## src/rtl/dmem_ctrl.sv

```systemverilog
// -----------------------------------------------------------------------------
// dmem_ctrl -- data-memory controller between the LSU, the store buffer and a
// single-port memory.
//
// Loads are served either by same-cycle forwarding from the store buffer or by
// a read transaction to memory. Stores retire from the store buffer one at a
// time into a write register and are then written to memory. Loads have
// priority over stores. A starvation counter reserves one IDLE cycle for a
// store after STARVE_LIM consecutive load acceptances.
//
// Ports
//   clk, rst            clock, synchronous active-high reset
//   i_ld_req/i_ld_addr  LSU load request and word address
//   o_ld_rdy            load accepted when i_ld_req && o_ld_rdy
//   o_ld_done/o_ld_data registered one-cycle completion pulse and result
//   o_stbuf_ld_addr     load address forwarded to the store-buffer search
//   i_stbuf_addr_hit    store-buffer hit for o_stbuf_ld_addr (same cycle)
//   i_stbuf_rd_data     store-buffer forward data (same cycle)
//   i_ret_stbuf*        store-buffer retire strobe, address and data
//   o_dmem_occupy       retire inhibit to the store buffer (combinational)
//   o_mem_*             memory request channel (held until i_mem_gnt)
//   i_mem_gnt           memory grant
//   i_mem_rvalid/rdata  memory read response
// -----------------------------------------------------------------------------
module dmem_ctrl #(
  parameter int STARVE_LIM = 4
) (
  input  logic        clk,
  input  logic        rst,
  input  logic        i_ld_req,
  input  logic [31:0] i_ld_addr,
  output logic        o_ld_rdy,
  output logic        o_ld_done,
  output logic [31:0] o_ld_data,
  output logic [31:0] o_stbuf_ld_addr,
  input  logic        i_stbuf_addr_hit,
  input  logic [31:0] i_stbuf_rd_data,
  input  logic        i_ret_stbuf,
  input  logic [31:0] i_ret_stbuf_addr,
  input  logic [31:0] i_ret_stbuf_data,
  output logic        o_dmem_occupy,
  output logic        o_mem_req,
  output logic        o_mem_we,
  output logic [31:0] o_mem_addr,
  output logic [31:0] o_mem_wdata,
  input  logic        i_mem_gnt,
  input  logic        i_mem_rvalid,
  input  logic [31:0] i_mem_rdata
);

  localparam int CW = $clog2(STARVE_LIM + 1);

  typedef enum logic [1:0] {IDLE, ST_REQ, LD_REQ, LD_WAIT} state_t;

  state_t        r_state;
  state_t        w_state_next;
  logic [CW-1:0] r_starve_cnt;
  logic [31:0]   r_wr_addr;
  logic [31:0]   r_wr_data;
  logic [31:0]   r_ld_addr;
  logic          r_ld_done;
  logic [31:0]   r_ld_data;

  logic w_idle;
  logic w_starved;
  logic w_ld_acc;
  logic w_st_acc;
  logic w_occupy;

  assign w_idle    = (r_state == IDLE);
  assign w_starved = (r_starve_cnt == CW'(STARVE_LIM));
  assign o_ld_rdy  = w_idle && !w_starved;
  assign w_ld_acc  = i_ld_req && o_ld_rdy;
  // rst is folded in so the store buffer never retires into a controller
  // that is being reset.
  assign w_occupy  = rst || !w_idle || w_ld_acc;
  // A retire is only honoured while occupy is low, which also gives loads
  // priority over stores in IDLE.
  assign w_st_acc  = w_idle && i_ret_stbuf && !w_occupy;

  assign o_dmem_occupy   = w_occupy;
  assign o_stbuf_ld_addr = i_ld_addr;
  assign o_ld_done       = r_ld_done;
  assign o_ld_data       = r_ld_data;

  // State register
  always_ff @(posedge clk) begin
    if (rst) r_state <= IDLE;
    else     r_state <= w_state_next;
  end

  // Next-state logic
  always_comb begin
    w_state_next = r_state;
    case (r_state)
      IDLE: begin
        if (w_ld_acc) begin
          // Forwarded loads complete without leaving IDLE.
          if (!i_stbuf_addr_hit) w_state_next = LD_REQ;
        end else if (w_st_acc) begin
          w_state_next = ST_REQ;
        end
      end
      ST_REQ:  if (i_mem_gnt)    w_state_next = IDLE;
      LD_REQ:  if (i_mem_gnt)    w_state_next = LD_WAIT;
      LD_WAIT: if (i_mem_rvalid) w_state_next = IDLE;
      default: w_state_next = IDLE;
    endcase
  end

  // Memory channel outputs
  always_comb begin
    o_mem_req   = 1'b0;
    o_mem_we    = 1'b0;
    o_mem_addr  = 32'd0;
    o_mem_wdata = 32'd0;
    case (r_state)
      ST_REQ: begin
        o_mem_req   = 1'b1;
        o_mem_we    = 1'b1;
        o_mem_addr  = r_wr_addr;
        o_mem_wdata = r_wr_data;
      end
      LD_REQ: begin
        o_mem_req  = 1'b1;
        o_mem_addr = r_ld_addr;
      end
      default: ;
    endcase
  end

  // Datapath registers, completion pulse and starvation counter
  always_ff @(posedge clk) begin
    if (rst) begin
      r_starve_cnt <= '0;
      r_wr_addr    <= 32'd0;
      r_wr_data    <= 32'd0;
      r_ld_addr    <= 32'd0;
      r_ld_done    <= 1'b0;
      r_ld_data    <= 32'd0;
    end else begin
      r_ld_done <= 1'b0;

      if (w_st_acc) begin
        r_wr_addr <= i_ret_stbuf_addr;
        r_wr_data <= i_ret_stbuf_data;
      end

      if (w_ld_acc) begin
        if (i_stbuf_addr_hit) begin
          r_ld_done <= 1'b1;
          r_ld_data <= i_stbuf_rd_data;
        end else begin
          r_ld_addr <= i_ld_addr;
        end
      end

      // rvalid outside LD_WAIT is a stray response and is dropped.
      if (r_state == LD_WAIT && i_mem_rvalid) begin
        r_ld_done <= 1'b1;
        r_ld_data <= i_mem_rdata;
      end

      // The count only moves in IDLE: it grows with each acceptance and
      // clears on any IDLE cycle without one (store capture, idle, or the
      // reserved starvation cycle). Busy states hold it.
      if (w_idle) begin
        if (w_ld_acc) begin
          if (!w_starved) r_starve_cnt <= r_starve_cnt + CW'(1);
        end else begin
          r_starve_cnt <= '0;
        end
      end
    end
  end

endmodule

```

## config.mk

```make
export PLATFORM = sky130hd
export DESIGN_NAME = dmem_ctrl
export DESIGN_NICKNAME = d
export VERILOG_FILES = /design/src/rtl/dmem_ctrl.sv
export SDC_FILE = /design/constraint.sdc
export NUM_CORES = 1
export LEC_CHECK = 0
export ABC_CLOCK_PERIOD_IN_PS = 2000
export CAP_MARGIN = 30
export CORE_ASPECT_RATIO = 1.4
export CORE_MARGIN = 5
export CORE_UTILIZATION = 41
export CTS_CLUSTER_DIAMETER = 100
export DETAILED_ROUTE_END_ITERATION = 6
export PLACE_DENSITY_LB_ADDON = 0.12
export SKIP_LAST_GASP = 1
export SYNTH_ARGS = -nofsm -noshare
export SYNTH_HDL_FRONTEND = slang
export SYNTH_SLANG_ARGS = --single-unit
```

## constraint.sdc

```tcl
create_clock -name clk -period 2 [get_ports clk]
set_input_delay 0.4 -clock clk [delete_from_list [all_inputs] [get_ports clk]]
set_output_delay 0.4 -clock clk [all_outputs]
set_load 0.02 [all_outputs]
```

==> summary.md, run 1 <==
| Metric | Value |
|---|---|
| Status | `complete, but fails checks` |
| Failing checks | `setup timing` |
| Initial Util | `41.8%` |
| Cells after Synth | `792` |
| WS Path Type | `reg -> out` |
| Sequential fraction of the synthesis area | `44.4%` |
| WL per Instance | `16.6 um` |
| Syn_nets | `966` |
| Wirelength, routed | `21000 um` |
| CTS tree | `yes` |
| Comb power frac | `41.4%` |
| Primary FF master, synth | `dfxtp_1` |
| CP max stage cell | `dfxtp_4` |
| Post-route cell area | `0.0101 mm^2` |
| CP startpoint kind | `flip-flop` |
| Avg Cell Area, Syn | `7.63 um^2` |
| Clk slew on worst S/H paths | `60 ps` |
| CTS max path bufs | `2` |
| Core Rows | `52` |
| Largest net degree at the start of global routing | `73` |
| Critical Path Sink Type | `primary output` |
| CP bufs+invs | `3` |
| Num CTS Buffers | `17` |
| Slew headroom | `49.5%` |
| H-tree levels | `4` |
| Yosys top cell by area | `dfxtp_1` |
| IO buf count | `299` |
| Syn. warnings | `0` |
| # fillers | `1183` |
| F_max | `475 MHz` |
| Die area | `0.0173 mm^2` |
| Crit path largest cell delay | `360 ps` |
| Clk_skew | `8.97 ps` |
| Internal Pwr Total | `0.00783 W` |
| Root Buffer | `clkbuf_16` |
| Die height | `154 um` |
| First-pass GRT wire length | `32500 um` |
| Final hold vios | `0` |
| Share of layout cells above drive strength 1 | `19.7%` |
| Post-DP HPWL | `13700 um` |
| Antenna violations before repair | `2` |
| Overall Power | `0.0114 W` |
| IO Count | `300` |
| Non-filler instance count after layout | `1267` |
| Worst setup margin | `-105 ps` |
| Placer congestion estimate | `0.799` |
| CP Max Fanout | `8` |
| RSZ-0062 raised after global routing | `true` |
| Top-area cell type share of the netlist area | `44.4%` |
| Ys async rst share | `0%` |
| Min-Delay Path Class | `in -> reg` |
| Peak VDD IR | `0.771 mV` |
| Post-layout util | `69.9%` |
| Seq pwr share | `27.6%` |
| Slew Limit Fails | `0` |
| Least-Margin Pin Slew | `757 ps` |
| DRT Pass-1 Iters | `5` |
| Most frequent cells in the layout | `258 x nand2_1, 229 x clkdlybuf4s50_1, 131 x dfxtp_1` |
| Leakage power | `3.79 nW` |
| Core area | `0.0144 mm^2` |
| Post-route ant nets | `0` |
| Period utilization | `105%` |
| Most common cell after layout, fill and taps aside | `nand2_1` |
| Crit path DAT | `1710 ps` |
| Sw frac | `31.4%` |
| Tmin final | `2110 ps` |
| Vias in the first global route | `6282` |
| Area growth from synthesis to layout | `67.1%` |
| Top delay family on crit path | `buffers and inverters` |
| Psw | `0.00359 W` |
| Post-synth EDFFs | `0` |
| Routed vias/inst | `5.04` |
| Synth top area cells | `dfxtp_1 44%, nand2_1 16%, a21oi_1 8.3%` |
| Via count | `6385` |
| Max Cap Viol | `0` |
| Worst-Skew Late Latency | `410 ps` |
| Starting DRC count in detailed routing | `400` |
| Die Width | `113 um` |
| Mapped Area | `0.00604 mm^2` |
| Crit-path cells | `inv_4, ha_4, bufbuf_16, nor2b_2, buf_4` |
| Setup Viol. Count Final | `34` |
| Crit path required time | `1600 ps` |
| Placed cells | `1223` |
| Total track usage | `23.3%` |
| Synth cell types | `30` |
| Pwr dens | `1130 mW/mm^2` |
| Grt ovf | `0` |
| Dpl cell area | `0.00927 mm^2` |
| Number of hold buffers added after cts | `0` |
| Hold WS | `247 ps` |
| DR DRC count | `0` |
| Clock network fraction of design power | `31.0%` |
| Clock Sinks | `134` |
| Yosys reg bits | `134` |
| Layout Nets | `1237` |
worst register-to-register path: stages (launching register included):
cell	delay (ps)
dfxtp_2	340
inv_1	60
ha_1	220
a21bo_2	230
buf_4	150
or3_1	360
buf_12	190
nand2_1	100
a21oi_1	70
area by class of cell:
class                           count  area (um^2)  share of cell area (%)
Tap cell                          189          236                    2.34
Clock inverter                     12          225                    2.23
Timing Repair Buffer              349         3420                    33.8
Inverter                            6         25.0                   0.248
Clock buffer                       19          443                    4.39
Sequential cell                   134         2690                    26.6
Antenna cell                        3         7.51                  0.0744
Multi-Input combinational cell    555         3050                    30.2
state kept, by name, summed over array words and instances (netlist names):
register and cells:
r_starve_cnt 3, o_ld_done 1, o_ld_data 32, r_ld_addr 32, r_wr_addr 32, r_state 2
r_wr_data 32
power groups by stage:
stage | clock network [W] | logic [W] | registers (W)
CTS | 0.00361 | 0.00454 | 0.00314
global placement | 0 | 0.00371 | 0.00317
global route | 0.00375 | 0.00501 | 0.00319
detailed placement | 0 | 0.00371 | 0.00318
finish | 0.00354 | 0.00473 | 0.00316
floorplan | 0 | 0.00184 | 0.00330
worst paths after layout:
| check | from | endpoint | slack (ps) | depth (start not counted) |
|---|---|---|---|---|
| hold / removal | rst | r_wr_data[12] | 250 | 2 |
| setup / recovery | r_state[0] | o_mem_addr[21] | -110 | 5 |
| hold reg to reg | r_wr_data[6] | r_wr_data[6] | 450 | 2 |
| setup reg to reg | r_starve_cnt[0] | r_ld_addr[9] | 130 | 8 |
Yosys cell counts, types with 2 or more instances:
| cell type | instances |
|---|---|
| ha_1 | 7 |
| a311oi_1 | 35 |
| nor2b_1 | 33 |
| and2_1 | 32 |
| nand3_1 | 3 |
| a21bo_2 | 2 |
| buf_6 | 3 |
| buf_2 | 15 |
| a21oi_1 | 100 |
| clkbuf_1 | 45 |
| buf_4 | 33 |
| a22oi_1 | 33 |
| nand2_1 | 259 |
| dfxtp_1 | 134 |
| inv_1 | 5 |
| nand2b_1 | 4 |
| nor2_1 | 36 |
layer usage:
metal  GRT usage (%)  part of all wire, %
met4            8.99                  2.4
met2            41.4                   52
met1            25.3                   37
met3            8.18                  8.3
met5               0                    0
per-stage QoR:
stage | setup TNS, ps | setup slack (ps)
2_1_floorplan | -705 | -30.5
3_3_place_gp | -5870 | -176
3_5_place_dp | -7100 | -200
4_1_cts | -1860 | -81.1
5_1_grt | -5760 | -168
6_report | -1710 | -105
what timing repair did:
item                       in CTS  in global routing
pin swaps                       3                  7
hold endpoints to repair        0                  0
cloned                          4                  2
buffers inserted                4                  0
resized for setup             328                 23
setup endpoints to repair      68                 68
logic make-up (layout without fill, tap and decap cells):
group | after synthesis | after routing | synth area share [%]
AOI/OAI and AO/OA | 174 | 174 | 18.3
adders and majority gates | 7 | 7 | 1.45
buffers and inverters | 103 | 386 | 9.13
DFF | 134 | 134 | 44.4
other | 0 | 3 | 0
and+or+nand+nor | 374 | 374 | 26.7
(Power assumes the default switching activity.)
==> run 2, diff against run 1 <==
CORE_UTILIZATION = 35   (was 41)
==> run 2 against run 1 <==
Effect of this change: the run still ends with setup timing left; clock power fell by 7.3%; clock-buffer cell count up 2; register-to-register slack worse by 20 ps; first-iteration DRC count fell by 23%; setup slack improved by 26 ps; fmax up 1.2%; via count is 0.85% lower; critical path type unchanged; highest routed layer unchanged.
==> summary.md, run 2 (synthesis gave the netlist of run 1 again) <==
| Metric | Value |
|---|---|
| Clock Sinks | `134 (unchanged)` |
| H-tree levels | `4 (unchanged)` |
| Most frequent cells in the layout | `258 x nand2_1, 230 x clkdlybuf4s50_1, 131 x dfxtp_1` |
| # fillers | `1505 (+27%)` |
| Failing checks | `setup timing` |
| Status | `complete, but fails checks` |
| Num CTS Buffers | `17 (unchanged)` |
| Peak VDD IR | `0.608 mV (-21%)` |
| Reg-to-Reg End | `r_state[1]` |
| Clk_skew | `10.3 ps (+1.37 ps)` |
| CP max stage cell | `dfxtp_4` |
| Grt ovf | `0 (unchanged)` |
| Placer congestion estimate | `0.763 (-4.5%)` |
| F_max | `481 MHz (+1.2%)` |
| Reg2Reg Depth | `9 (+1)` |
| Hold path depth | `2 (unchanged)` |
| Core Rows | `56 (+7.7%)` |
| Die height | `165 um (+7.7%)` |
| Slew Limit Fails | `0 (unchanged)` |
| Total track usage | `20.9% (-2.4 points)` |
| Tmin final | `2080 ps (-25.5 ps)` |
| R2r startpoint | `r_state[1]` |
| WS Path Type | `reg -> out` |
| Core area | `0.0169 mm^2 (+17%)` |
| Area growth from synthesis to layout | `74.4%` |
| CP bufs+invs | `3 (unchanged)` |
| Layout Nets | `1245 (+0.65%)` |
| Top delay family on crit path | `buffers and inverters` |
| Critical Path Sink Type | `primary output` |
| Most common cell after layout, fill and taps aside | `nand2_1` |
| Area of the multi-input gates | `0.00317 mm^2 (+3.9%)` |
| Share of layout cells above drive strength 1 | `22.8% (+3.1 points)` |
| Vias in the first global route | `6142 (-2.2%)` |
| Worst hold path endpoint | `r_state[1]` |
| WL per Instance | `16.5 um (-0.56%)` |
| CP Max Fanout | `12 (+4)` |
| Largest net degree at the start of global routing | `69 (-5.5%)` |
| Final hold vios | `0 (unchanged)` |
| Crit path from | `r_state[1]` |
| Die Width | `121 um (+7.5%)` |
| Pwr dens | `1080 mW/mm^2 (-4.6%)` |
| Antenna violations before repair | `1 (-1)` |
| CP startpoint kind | `flip-flop` |
| Die area | `0.0200 mm^2 (+16%)` |
| CTS tree | `yes` |
| Overall Power | `0.0114 W (-0.42%)` |
| Leakage power | `3.85 nW (+1.6%)` |
| Starting DRC count in detailed routing | `310 (-23%)` |
| Non-filler instance count after layout | `1318 (+4.0%)` |
| Max Cap Viol | `0 (unchanged)` |
| Worst setup margin | `-79.6 ps (+25.5 ps)` |
| Wirelength, routed | `21700 um (+3.4%)` |
| CP Depth | `6 (+1)` |
| RSZ-0062 raised after global routing | `true` |
| Root Buffer | `clkbuf_16` |
| Clk slew on worst S/H paths | `60 ps (about the same)` |
| Worst-Skew Late Latency | `420 ps (about the same)` |
| Crit path DAT | `1680 ps (-30 ps)` |
| Crit-path cells | `buf_6, ha_4, buf_16, a22oi_2, nor2b_2, buf_4` |
| DR DRC count | `0 (unchanged)` |
| Via count | `6331 (-0.85%)` |
| Post-DP HPWL | `14500 um (+6.1%)` |
| Register area | `0.00269 mm^2 (about the same)` |
| Crit path largest cell delay | `350 ps (about the same)` |
| Routed vias/inst | `4.80 (-4.7%)` |
| Initial Util | `35.8% (-6.1 points)` |
| Placed cells | `1267 (+3.6%)` |
| Period utilization | `104% (-1.3 points)` |
| Min-Delay Path Class | `in -> reg` |
| Setup Viol. Count Final | `33 (-2.9%)` |
| Hold_sp | `rst` |
| IO buf count | `299 (unchanged)` |
| DRT Pass-1 Iters | `4 (-1)` |
| Crit path required time | `1600 ps (about the same)` |
| Post-route ant nets | `0 (unchanged)` |
| R2r setup slk | `110 ps (-20 ps)` |
| Least-Margin Pin Slew | `761 ps (+3.97 ps)` |
| Slew headroom | `49.3% (-0.26 points)` |
| IO Count | `300 (unchanged)` |
| CTS max path bufs | `2 (unchanged)` |
| First-pass GRT wire length | `32700 um (+0.79%)` |
[run 2: cell count changes in the layout (fill, tap and decap cells not counted), moves of 3 or more]
cell and delta:
a22oi_1 -14, a22oi_2 +14, a311oi_1 -4, a311oi_2 +4
and2_1 -6, and2_4 +6, buf_12 +7, buf_2 -28
buf_4 -5, buf_6 +37, bufinv_16 -3, clkbuf_8 +3
[run 2: final cells by class]
cell class,count,share of cell area (%)
repair buffers,357,35.3
multi-input cells,555,30.1
flip-flops and latches,134,25.5
clock buffers,21,4.56
well taps,232,2.75
clock inverters,11,1.39
inverters,6,0.261
diodes,2,0.0475
[run 2: what timing repair did]
| action | CTS | global route |
|---|---|---|
| gates cloned | 6 | 1 |
| gates resized for setup | 400 | 53 |
| hold buffers | 0 | 0 |
| buffers inserted | 12 | 1 |
| pin swaps | 26 | 13 |
| endpoints found under the setup margin | 68 | 91 |
[run 2: through the flow]
step | instance area [um^2] | TNS [ps] | hold WS (ps) | setup WS [ps] | utilization (%)
2_1_floorplan | 6110 | -705 | 432 | -30.5 | -
3_3_place_gp | 9340 | -3790 | 438 | -177 | 55.3
3_5_place_dp | 9340 | -6570 | 442 | -207 | 55.3
4_1_cts | 10400 | -4110 | 200 | -178 | 61.7
5_1_grt | 10500 | -3810 | 217 | -134 | 62.4
6_report | 10500 | -1800 | 217 | -79.6 | 62.4
[run 2: power by group]
group          switching [W]  leakage, nW  internal [W]  total [W]
Clock                0.00119        0.305       0.00209    0.00328
Sequential          0.000191         1.09       0.00299    0.00318
Combinational        0.00233         2.45       0.00258    0.00491
Total                0.00371         3.85       0.00767     0.0114
[run 2: worst max-delay path by stage]
stage / to / slack, ps
floorplan: o_mem_addr[0] / -30
global placement: o_dmem_occupy / -180
detailed placement: o_dmem_occupy / -210
CTS: o_mem_addr[21] / -180
global route: o_mem_addr[1] / -130
finish: o_mem_addr[19] / -80
[run 2: metal layers]
layer	wire length [um]	share of wire (%)	vias up	GRT usage, %
met3	1860	8.6	21	6.51
met2	11200	51	235	36.9
met4	339	1.6	0	7.27
li1	-	-	3158	-
met5	0	0	-	0
met1	8390	39	2917	23.7
==> run 3, diff against run 2 <==
PLACE_DENSITY = 0.77   (was default)
PLACE_DENSITY_LB_ADDON = default   (was 0.12)
==> run 3 against run 2 <==
Effect of this change: largest cell class unchanged; non-clock buffer count decreased by 8; die area unchanged; the flow still finishes with violations (setup timing); sequential share of layout area up 0.59 points; highest routed layer unchanged; first-iteration DRC count up 23%; core utilization down 1.5 points; clock skew decreased by 0.76 ps; global-route usage is 0.63 points lower; clock power decreased by 11%.
==> summary.md, run 3 (synthesis gave the netlist of run 1 again) <==
| Metric | Value |
|---|---|
| Ant diodes | `0 (-2)` |
| Post-route cell area | `0.0103 mm^2 (-2.3%)` |
| CP Max Fanout | `12 (unchanged)` |
| CP bufs+invs | `4 (+1)` |
| Die Width | `121 um (unchanged)` |
| Reg2Reg Depth | `10 (+1)` |
| Clock network fraction of design power | `26.8% (-2.0 points)` |
| Failing checks | `setup timing` |
| Final hold vios | `0 (unchanged)` |
| Layout Nets | `1237 (-0.64%)` |
| Dpl cell area | `0.00931 mm^2 (-0.40%)` |
| Die height | `165 um (unchanged)` |
| Die area | `0.0200 mm^2 (unchanged)` |
| Crit path DAT | `1720 ps (+40 ps)` |
| Overall Power | `0.0109 W (-4.5%)` |
| Crit path largest cell delay | `330 ps (-20 ps)` |
| Comb power frac | `43.9% (+0.7 points)` |
| Seq pwr share | `29.2% (+1.2 points)` |
| Post-route ant nets | `0 (unchanged)` |
| Root Buffer | `clkbuf_16` |
| Top delay family on crit path | `buffers and inverters` |
| Psw | `0.00367 W (-1.1%)` |
| Starting DRC count in detailed routing | `381 (+23%)` |
| Placed cells | `1264 (-0.24%)` |
| Worst-Skew Late Latency | `410 ps (about the same)` |
| RSZ-0062 raised after global routing | `true` |
| CTS tree | `yes` |
| Core Rows | `56 (unchanged)` |
| Tmin final | `2120 ps (+42.8 ps)` |
| Period utilization | `106% (+2.1 points)` |
| Setup TNS | `-3650 ps (-1850 ps)` |
| Pwr dens | `1060 mW/mm^2 (-2.2%)` |
| WS Path Type | `reg -> out` |
| Least-Margin Pin Slew | `660 ps (-101 ps)` |
| Status | `complete, but fails checks` |
| WL per Instance | `16.7 um (+0.98%)` |
| Hold path depth | `4 (+2)` |
| CP startpoint kind | `flip-flop` |
| Min-Delay Path Class | `in -> reg` |
| Grt ovf | `0 (unchanged)` |
| First-pass GRT wire length | `32100 um (-2.0%)` |
| Largest net degree at the start of global routing | `66 (-4.3%)` |
| IO Count | `300 (unchanged)` |
| Wirelength, routed | `21800 um (+0.21%)` |
| DRT Pass-1 Iters | `7 (+3)` |
| Crit-path cells | `buf_6, ha_4, buf_12, buf_4, a22oi_2, nor2b_4, buf_6` |
| Most frequent cells in the layout | `258 x nand2_1, 229 x clkdlybuf4s50_1, 131 x dfxtp_1` |
| Clk slew on worst S/H paths | `50 ps (about the same)` |
| Clk_skew | `9.58 ps (-0.756 ps)` |
| Internal Pwr Total | `0.00720 W (-6.1%)` |
| Most common cell after layout, fill and taps aside | `nand2_1` |
| DR DRC count | `0 (unchanged)` |
| Critical Path Sink Type | `primary output` |
| IO buf count | `299 (unchanged)` |
| F_max | `471 MHz (-2.0%)` |
| Placer congestion estimate | `0.785 (+2.8%)` |
| H-tree levels | `4 (unchanged)` |
| Sw frac | `33.8% (+1.2 points)` |
| Slew headroom | `56.0% (+6.7 points)` |
| CP Depth | `7 (+1)` |
| Max Cap Viol | `0 (unchanged)` |
| CTS max path bufs | `2 (unchanged)` |
| R2r startpoint | `r_state[0]` |
| Peak VDD IR | `0.527 mV (-13%)` |
| CP max stage cell | `dfxtp_2` |
| Antenna violations before repair | `0 (-1)` |
| Area growth from synthesis to layout | `70.3%` |
| Vias in the first global route | `6164 (+0.36%)` |
| Crit-path most repeated cell | `buf_6` |
| Initial Util | `35.8% (unchanged)` |
| Non-filler instance count after layout | `1308 (-0.76%)` |
| Slew Limit Fails | `0 (unchanged)` |
| Worst hold path endpoint | `r_state[0]` |
| Core area | `0.0169 mm^2 (unchanged)` |
| Routed vias/inst | `4.92 (+2.5%)` |
| Setup Viol. Count Final | `48 (+45%)` |
| Post-DP HPWL | `14300 um (-0.96%)` |
| Share of layout cells above drive strength 1 | `21.3% (-1.5 points)` |
| Clock Sinks | `134 (unchanged)` |
| Total track usage | `20.3% (-0.63 points)` |
| Num CTS Buffers | `17 (unchanged)` |
| Hold_sp | `rst` |
| R2r setup slk | `70 ps (-40 ps)` |
| Post-layout util | `61.0% (-1.5 points)` |
| Worst setup margin | `-122 ps (-42.8 ps)` |
| Reg-to-Reg End | `r_state[1]` |
| Via count | `6441 (+1.7%)` |
| Leakage power | `3.69 nW (-4.1%)` |
| Crit path required time | `1600 ps (about the same)` |
==> run 3: final cells by class <==
type	instances	area [um^2]
Multi-Input combinational cell	555	3120
Inverter	6	25.0
Clock buffer	19	443
Clock inverter	13	109
Tap cell	232	290
Fill cell	1471	6590
Sequential cell	134	2690
Timing Repair Buffer	349	3620
==> run 3: what timing repair did <==
item / CTS / global route
cloned: 2 / 6
pin swaps: 6 / 8
resized for setup: 253 / 84
endpoints found under the setup margin: 70 / 84
buffers inserted: 1 / 3
hold buffers: 0 / 0
==> run 3: worst register-to-register path: stages (launching register included) <==
cell	delay [ps]
dfxtp_2	330
buf_6	120
ha_4	200
buf_12	150
buf_12	140
buf_4	130
o21ba_2	190
a311oi_2	220
buf_4	160
buf_4	100
a311oi_2	70
==> run 3: power groups by stage <==
stage               registers [W]  clock network (W)  logic, W
detailed placement        0.00319                  0   0.00377
finish                    0.00318            0.00291   0.00478
floorplan                 0.00330                  0   0.00184
CTS                       0.00316            0.00296   0.00426
global placement          0.00317                  0   0.00373
global route              0.00321            0.00309   0.00508
==> run 3: worst max path at each step <==
stage,startpoint,end,slack [ps]
6_report,r_state[0],o_mem_addr[6],-120
2_1_floorplan,r_state[1],o_mem_addr[0],-30
5_1_grt,r_state[0],o_mem_addr[30],-190
3_5_place_dp,i_ld_req,o_dmem_occupy,-200
3_3_place_gp,i_ld_req,o_dmem_occupy,-180
4_1_cts,r_state[0],o_mem_addr[15],-160
==> run 3: layer usage <==
metal	wire length [um]	GRT usage, %	vias up	share of wire (%)
met5	0	0	-	0
met4	537	6.75	0	2.5
met3	1460	5.45	36	6.7
met2	11400	37.2	238	52
met1	8360	22.5	3018	38
li1	-	-	3149	-
==> run 3: stage by stage <==
stage | setup WS (ps) | hold slack [ps]
3_3_place_gp | -178 | 437
2_1_floorplan | -30.5 | 432
5_1_grt | -193 | 329
4_1_cts | -157 | 316
6_report | -122 | 335
3_5_place_dp | -196 | 442
